[src/rtl/pc_ctrl_pkg.sv]
// pc_ctrl_pkg: shared types and constants for the fetch sequencer.
// Holds the sequencer state encoding, counter widths and default parameters.
package pc_ctrl_pkg;

    // Fetch sequencer states
    typedef enum logic [2:0] {
        ST_IDLE     = 3'd0,
        ST_REQ      = 3'd1,
        ST_WAIT_RSP = 3'd2,
        ST_HOLD     = 3'd3,
        ST_DRAIN    = 3'd4,
        ST_FLUSH    = 3'd5,
        ST_ERROR    = 3'd6
    } pc_state_e;

    // Width of the flush down-counter (FLUSH_DEPTH up to 7)
    localparam int unsigned PC_CTRL_FLUSH_W = 3;
    // Width of the imem wait counter (MAX_WAIT up to 255)
    localparam int unsigned PC_CTRL_WAIT_W = 8;

    // Default parameter values
    localparam int unsigned PC_CTRL_FLUSH_DEPTH_DEF = 2;
    localparam int unsigned PC_CTRL_MAX_WAIT_DEF    = 15;

    // True in the states that are waiting for an imem response word
    function automatic logic is_wait_state(input pc_state_e st);
        return (st == ST_WAIT_RSP) || (st == ST_DRAIN);
    endfunction

endpackage

[src/rtl/pc_ctrl_timer.sv]
// pc_ctrl_timer: imem response wait counter.
// Counts cycles without a response while enabled; expired_o flags the cycle
// that is the MAX_WAIT-th consecutive cycle without a response.
module pc_ctrl_timer
    import pc_ctrl_pkg::*;
#(
    parameter int unsigned MAX_WAIT = PC_CTRL_MAX_WAIT_DEF
) (
    input  logic clk_i,
    input  logic rst_i,
    input  logic clr_i,
    input  logic en_i,
    output logic expired_o
);

    localparam logic [PC_CTRL_WAIT_W-1:0] LAST = PC_CTRL_WAIT_W'(MAX_WAIT - 1);
    localparam logic [PC_CTRL_WAIT_W-1:0] ONE  = PC_CTRL_WAIT_W'(1);

    logic [PC_CTRL_WAIT_W-1:0] cnt_q;
    logic [PC_CTRL_WAIT_W-1:0] cnt_d;

    // Next count: clear wins, otherwise count up while enabled and not at the limit
    always_comb begin
        cnt_d = cnt_q;
        if (clr_i) begin
            cnt_d = '0;
        end else if (en_i && (cnt_q != LAST)) begin
            cnt_d = cnt_q + ONE;
        end else begin
            cnt_d = cnt_q;
        end
    end

    // The current cycle without a response is the last one allowed
    assign expired_o = en_i && (cnt_q == LAST);

    // Wait counter register
    always_ff @(posedge clk_i) begin
        if (rst_i) begin
            cnt_q <= '0;
        end else begin
            cnt_q <= cnt_d;
        end
    end

endmodule

[src/rtl/pc_ctrl.sv]
// pc_ctrl: fetch sequencer for the program-counter block.
// Runs the imem req/gnt/rvalid handshake with one request outstanding,
// holds the PC on decode hazards and redirects/squashes on taken branches.
// All control outputs are decoded from the state and same-cycle inputs.
// Optional feature: define PC_CTRL_STALL_CNT_EN to add the stall_cnt_o
// saturating counter of stalled cycles outside IDLE and ERROR.
module pc_ctrl
    import pc_ctrl_pkg::*;
#(
    parameter int unsigned FLUSH_DEPTH = PC_CTRL_FLUSH_DEPTH_DEF,
    parameter int unsigned MAX_WAIT    = PC_CTRL_MAX_WAIT_DEF
) (
    input  logic        clk_i,
    input  logic        rst_i,
    input  logic        start_i,
    output logic        imem_req_o,
    input  logic        imem_gnt_i,
    input  logic        imem_rvalid_i,
    input  logic        hazard_i,
    input  logic        branch_taken_i,
    output logic        stall_o,
    output logic        incr_pc_o,
    output logic        load_arith_o,
    output logic        flush_o,
    output logic        instr_valid_o,
    output logic        timeout_o
`ifdef PC_CTRL_STALL_CNT_EN
    ,
    output logic [31:0] stall_cnt_o
`endif
);

    localparam logic [PC_CTRL_FLUSH_W-1:0] FLUSH_LOAD  = PC_CTRL_FLUSH_W'(FLUSH_DEPTH - 1);
    localparam logic [PC_CTRL_FLUSH_W-1:0] FLUSH_ONE   = PC_CTRL_FLUSH_W'(1);
    localparam logic                       MULTI_FLUSH = (FLUSH_DEPTH > 1);

    pc_state_e                  state_q;
    pc_state_e                  state_d;
    logic [PC_CTRL_FLUSH_W-1:0] flush_cnt_q;
    logic [PC_CTRL_FLUSH_W-1:0] flush_cnt_d;

    logic redirect_s;
    logic outstanding_s;
    logic timer_clr_s;
    logic timer_en_s;
    logic expired_s;

    // A taken branch only redirects while actively fetching
    assign redirect_s = branch_taken_i &&
                        ((state_q == ST_REQ) || (state_q == ST_WAIT_RSP) || (state_q == ST_HOLD));

    // A granted request whose word has not come back must be drained after a redirect
    assign outstanding_s = ((state_q == ST_WAIT_RSP) && !imem_rvalid_i) ||
                           ((state_q == ST_REQ) && imem_gnt_i);

    // Timer runs only while waiting for a word; restarted whenever a wait begins
    assign timer_en_s  = is_wait_state(state_q) && !imem_rvalid_i;
    assign timer_clr_s = !is_wait_state(state_q) || redirect_s;

    pc_ctrl_timer #(
        .MAX_WAIT (MAX_WAIT)
    ) u_timer (
        .clk_i     (clk_i),
        .rst_i     (rst_i),
        .clr_i     (timer_clr_s),
        .en_i      (timer_en_s),
        .expired_o (expired_s)
    );

    // Next-state and Mealy output decode
    always_comb begin
        state_d       = state_q;
        stall_o       = 1'b1;
        incr_pc_o     = 1'b0;
        load_arith_o  = 1'b0;
        flush_o       = 1'b0;
        instr_valid_o = 1'b0;
        imem_req_o    = 1'b0;
        timeout_o     = 1'b0;

        if (redirect_s) begin
            // Branch overrides everything else this cycle
            load_arith_o = 1'b1;
            stall_o      = 1'b0;
            flush_o      = 1'b1;
            if (outstanding_s) begin
                state_d = ST_DRAIN;
            end else if (MULTI_FLUSH) begin
                state_d = ST_FLUSH;
            end else begin
                state_d = ST_REQ;
            end
        end else begin
            case (state_q)
                ST_IDLE: begin
                    if (start_i) begin
                        state_d = ST_REQ;
                    end else begin
                        state_d = ST_IDLE;
                    end
                end
                ST_REQ: begin
                    imem_req_o = 1'b1;
                    if (imem_gnt_i) begin
                        state_d = ST_WAIT_RSP;
                    end else begin
                        state_d = ST_REQ;
                    end
                end
                ST_WAIT_RSP: begin
                    if (imem_rvalid_i) begin
                        instr_valid_o = 1'b1;
                        if (!hazard_i) begin
                            stall_o   = 1'b0;
                            incr_pc_o = 1'b1;
                            state_d   = ST_REQ;
                        end else begin
                            state_d = ST_HOLD;
                        end
                    end else if (expired_s) begin
                        state_d = ST_ERROR;
                    end else begin
                        state_d = ST_WAIT_RSP;
                    end
                end
                ST_HOLD: begin
                    instr_valid_o = 1'b1;
                    if (!hazard_i) begin
                        stall_o   = 1'b0;
                        incr_pc_o = 1'b1;
                        state_d   = ST_REQ;
                    end else begin
                        state_d = ST_HOLD;
                    end
                end
                ST_DRAIN: begin
                    // The returning word belongs to the squashed path and is dropped
                    flush_o = 1'b1;
                    if (imem_rvalid_i) begin
                        if (flush_cnt_q > FLUSH_ONE) begin
                            state_d = ST_FLUSH;
                        end else begin
                            state_d = ST_REQ;
                        end
                    end else if (expired_s) begin
                        state_d = ST_ERROR;
                    end else begin
                        state_d = ST_DRAIN;
                    end
                end
                ST_FLUSH: begin
                    flush_o = 1'b1;
                    if (flush_cnt_q <= FLUSH_ONE) begin
                        state_d = ST_REQ;
                    end else begin
                        state_d = ST_FLUSH;
                    end
                end
                ST_ERROR: begin
                    timeout_o = 1'b1;
                    state_d   = ST_ERROR;
                end
                default: begin
                    state_d = ST_IDLE;
                end
            endcase
        end
    end

    // Flush counter: loaded on redirect, otherwise decrements to zero
    always_comb begin
        flush_cnt_d = flush_cnt_q;
        if (redirect_s) begin
            flush_cnt_d = FLUSH_LOAD;
        end else if (flush_cnt_q != '0) begin
            flush_cnt_d = flush_cnt_q - FLUSH_ONE;
        end else begin
            flush_cnt_d = flush_cnt_q;
        end
    end

    // Sequencer state registers
    always_ff @(posedge clk_i) begin
        if (rst_i) begin
            state_q     <= ST_IDLE;
            flush_cnt_q <= '0;
        end else begin
            state_q     <= state_d;
            flush_cnt_q <= flush_cnt_d;
        end
    end

`ifdef PC_CTRL_STALL_CNT_EN
    localparam logic [31:0] STALL_CNT_MAX = 32'hFFFF_FFFF;

    logic [31:0] stall_cnt_q;
    logic [31:0] stall_cnt_d;

    // Count stalled cycles while the sequencer is active, saturating at the top
    always_comb begin
        stall_cnt_d = stall_cnt_q;
        if (stall_o && (state_q != ST_IDLE) && (state_q != ST_ERROR) &&
            (stall_cnt_q != STALL_CNT_MAX)) begin
            stall_cnt_d = stall_cnt_q + 32'd1;
        end else begin
            stall_cnt_d = stall_cnt_q;
        end
    end

    // Stall counter register
    always_ff @(posedge clk_i) begin
        if (rst_i) begin
            stall_cnt_q <= 32'd0;
        end else begin
            stall_cnt_q <= stall_cnt_d;
        end
    end

    assign stall_cnt_o = stall_cnt_q;
`endif

endmodule

[config.mk]
export PLATFORM = sky130hd
export DESIGN_NAME = pc_ctrl
export DESIGN_NICKNAME = d
export VERILOG_FILES = /design/src/rtl/pc_ctrl_pkg.sv /design/src/rtl/pc_ctrl_timer.sv /design/src/rtl/pc_ctrl.sv
export SDC_FILE = /design/constraint.sdc
export NUM_CORES = 1
export LEC_CHECK = 0
export BUFFER_PORTS_ARGS = -buffer_cell sky130_fd_sc_hd__buf_2
export CAP_MARGIN = 10
export CELL_PAD_IN_SITES_DETAIL_PLACEMENT = 2
export CELL_PAD_IN_SITES_GLOBAL_PLACEMENT = 2
export CORE_ASPECT_RATIO = 1.25
export CORE_MARGIN = 4
export CORE_UTILIZATION = 32
export CTS_CLUSTER_SIZE = 16
export DETAILED_ROUTE_END_ITERATION = 7
export GPL_TIMING_DRIVEN = 1
export HOLD_SLACK_MARGIN = 0.06
export MAX_ROUTING_LAYER = met4
export PLACE_DENSITY = 0.76
export SLEW_MARGIN = 10
export SYNTH_ARGS = -nofsm -noshare
export SYNTH_HDL_FRONTEND = slang
export SYNTH_SLANG_ARGS = --single-unit
[constraint.sdc]
create_clock -name clk_i -period 2 [get_ports clk_i]
set_clock_uncertainty 0.15 [all_clocks]
set_input_delay 0.2 -clock clk_i [delete_from_list [all_inputs] [get_ports clk_i]]
set_output_delay 0.2 -clock clk_i [all_outputs]
set_load 0.1 [all_outputs]
==> results.tsv <==
metric	value	unit
fillers	312	
required	1.65	ns
synth_common_cells	14 x dfxtp_1, 11 x a21oi_1, 11 x nor2_1	
instances_no_fill	166	
antenna_found_initial	0	
hold_viol	0	
die_area	3710	um^2
synth.cell_area	895	um^2
finalSetupViolations	0	
portBuffers	13	
syn-num-nets	123	
grt_setup_unrepaired	false	
timing.final.crit_share	90.6	%
num_vias	927	
cts_buffer_depth	2	
finalSetupTns	0	ns
routed_wl	2780	um
htree_levels	1	
slew_violations	0	
num_rows	21	
post_drt_via_cell_ratio	5.58	
grt_pass1_vias	1034	
grtUsageTotal	17.3	%
clock_latency	0.28	ns
synth_edf_count	0	
yosysTopAreaCell	dfxtp_1	
die_h	67.1	um
synth.distinct_cells	38	
status	finished clean	
hold_class	primary input to flip-flop	
grt_max_degree	14	
pwr-share-clk	15.4	%
layout-drive-gt1-share	28.8	%
wire_per_inst	16.7	um
final_area	1200	um^2
ctsRootBufferMaster	clkbuf_4	
intPower	709	uW
switchingPower	629	uW
synth.most_common_cell	dfxtp_1	
fin_nets	145	
post_cts_buffers	0	
comb_power_share	54.2	%
synth-seq-cells	14	
p_seq_share	30.4	%
num_io_pins	14	
placed_area	1150	um^2
syn2layout_area_growth	34.5	%
floorplan.initialDensity	33.4	%
netlist_instances	111	
worstMarginPinSlew	0.483	ns
cp.arrival	1.46	ns
syn_avg_cell_area	8.06	um^2
yosys.area.top_type_share	31.3	%
die_w	55.3	um
yosysSeqAreaShare	31.3	%
utilization	44.9	%
yosysWarnings	0	
globalplace.congestion	0.871	
async_flop_share	0	%
overflow	0	
cts_sinks	14	
p_sw_share	47.0	%
cp-end-kind	output pin	
drt.antenna.violating_nets	0	
power_density	1110	nW/um^2
min_period	1.81	ns
hpwl	2260	um
core_area	2680	um^2
drc	0	
timing.hold.ws	0.212	ns
grt_pass1_wl	4950	um
clk_pin_slew_worst_paths	0.08	ns
first_pass_iters	4	
placed_cells	161	
critPathKind	flip-flop to output pin	
cts_buffers	3	
fmax	0.552	GHz
cp_max_fo	8	
yosys-top-cells-area	dfxtp_1 31%, ha_1 7.0%, a21oi_1 6.2%	
drt-initial-drc-count	22	
ir_drop	598	uV
p_leak	0.460	nW
synth_flop_cell	dfxtp_1	
cts_tree	built	
diodes	0	
max_slew_margin	68.0	%
start_kind	flip-flop	
max_cap_viol_count	0	
cells in the final DEF, fill, tap and decap left out, types with 3 or more instances in the layout:
master / netlist / routed
inv_1: 7 / 7
nor2_2: 1 / 3
a21oi_1: 11 / 11
buf_2: 1 / 7
xor2_1: 3 / 3
buf_12: 0 / 5
dfxtp_2: 0 / 3
dfxtp_1: 14 / 11
nor2_1: 11 / 9
or4_1: 3 / 3
ha_1: 5 / 5
nand3_1: 3 / 3
o31ai_1: 4 / 4
clkbuf_4: 0 / 4
nand2_1: 4 / 4
o21ai_0: 5 / 5
nand4_1: 3 / 3
nand2b_1: 3 / 3
buf_4: 1 / 8
worst max-delay path, stage by stage (launching register included):
cell,delay [ns]
dfxtp_2,0.38
buf_4,0.17
nor2b_1,0.14
o221ai_2,0.14
clkbuf_4,0.35
kinds of logic (layout without fill, tap and decap cells):
| logic type | Yosys count | in the layout | share of synthesized area, % |
|---|---|---|---|
| xor gates and xnor gates | 5 | 5 | 5.74 |
| muxes | 1 | 1 | 1.12 |
| and+or+nand+nor | 43 | 43 | 26.4 |
| AOI/OAI and AO/OA | 31 | 31 | 22.8 |
| buffers and inverters | 12 | 33 | 5.59 |
| DFF | 14 | 14 | 31.3 |
| adders and majority gates | 5 | 5 | 6.99 |
final cells by class:
| cell class | instances | area, um^2 | share of cell area [%] |
|---|---|---|---|
| multi-input cells | 85 | 602 | 50.0 |
| flip-flops and latches | 14 | 284 | 23.6 |
| repair buffers | 22 | 213 | 17.7 |
| well taps | 34 | 42.5 | 3.53 |
| clock buffers | 4 | 36.3 | 3.01 |
| inverters | 7 | 26.3 | 2.18 |
state kept, by name (all words and copies together) (netlist names):
register / count
u_timer.cnt_q: 8
state_q: 3
flush_cnt_q: 3
metal layers:
metal  vias to the layer above  share of wire [%]  GRT usage [%]
li1                        449                  -              -
met5                         -                  0              -
met2                        15                 56           31.8
met4                         0                1.7           8.21
met3                         4                2.9           2.52
met1                       459                 39           18.2
power by group through the flow:
| stage | clock [mW] | sequential (mW) | combinational, mW |
|---|---|---|---|
| 2_1_floorplan | 0 | 0.355 | 0.544 |
| 3_3_place_gp | 0 | 0.402 | 0.702 |
| 3_5_place_dp | 0 | 0.408 | 0.728 |
| 4_1_cts | 0.213 | 0.405 | 0.736 |
| 5_1_grt | 0.226 | 0.419 | 0.797 |
| 6_report | 0.206 | 0.406 | 0.726 |
what timing repair did:
| action | 4_1_cts | 5_1_grt |
|---|---|---|
| endpoints found under the setup margin | 2 | 2 |
| resized for setup | 1 | 3 |
| hold endpoints to repair | 3 | 0 |
| hold buffers | 1 | 0 |
per-stage QoR:
stage | setup WS [ns] | power [mW]
finish | 0.188 | 1.34
global route | 0.0985 | 1.44
CTS | 0.0111 | 1.35
detailed placement | 0.161 | 1.14
global placement | 0.268 | 1.10
floorplan | -0.0848 | 0.899
worst paths after layout:
check | from | to | slack, ns | depth (start not counted)
hold / removal | imem_rvalid_i | state_q[1] | 0.21 | 3
setup reg to reg | u_timer.cnt_q[1] | u_timer.cnt_q[4] | 0.28 | 4
setup / recovery | state_q[1] | stall_o | 0.19 | 4
hold reg to reg | u_timer.cnt_q[2] | u_timer.cnt_q[2] | 0.39 | 2
Power figures use the tool's default switching activity.
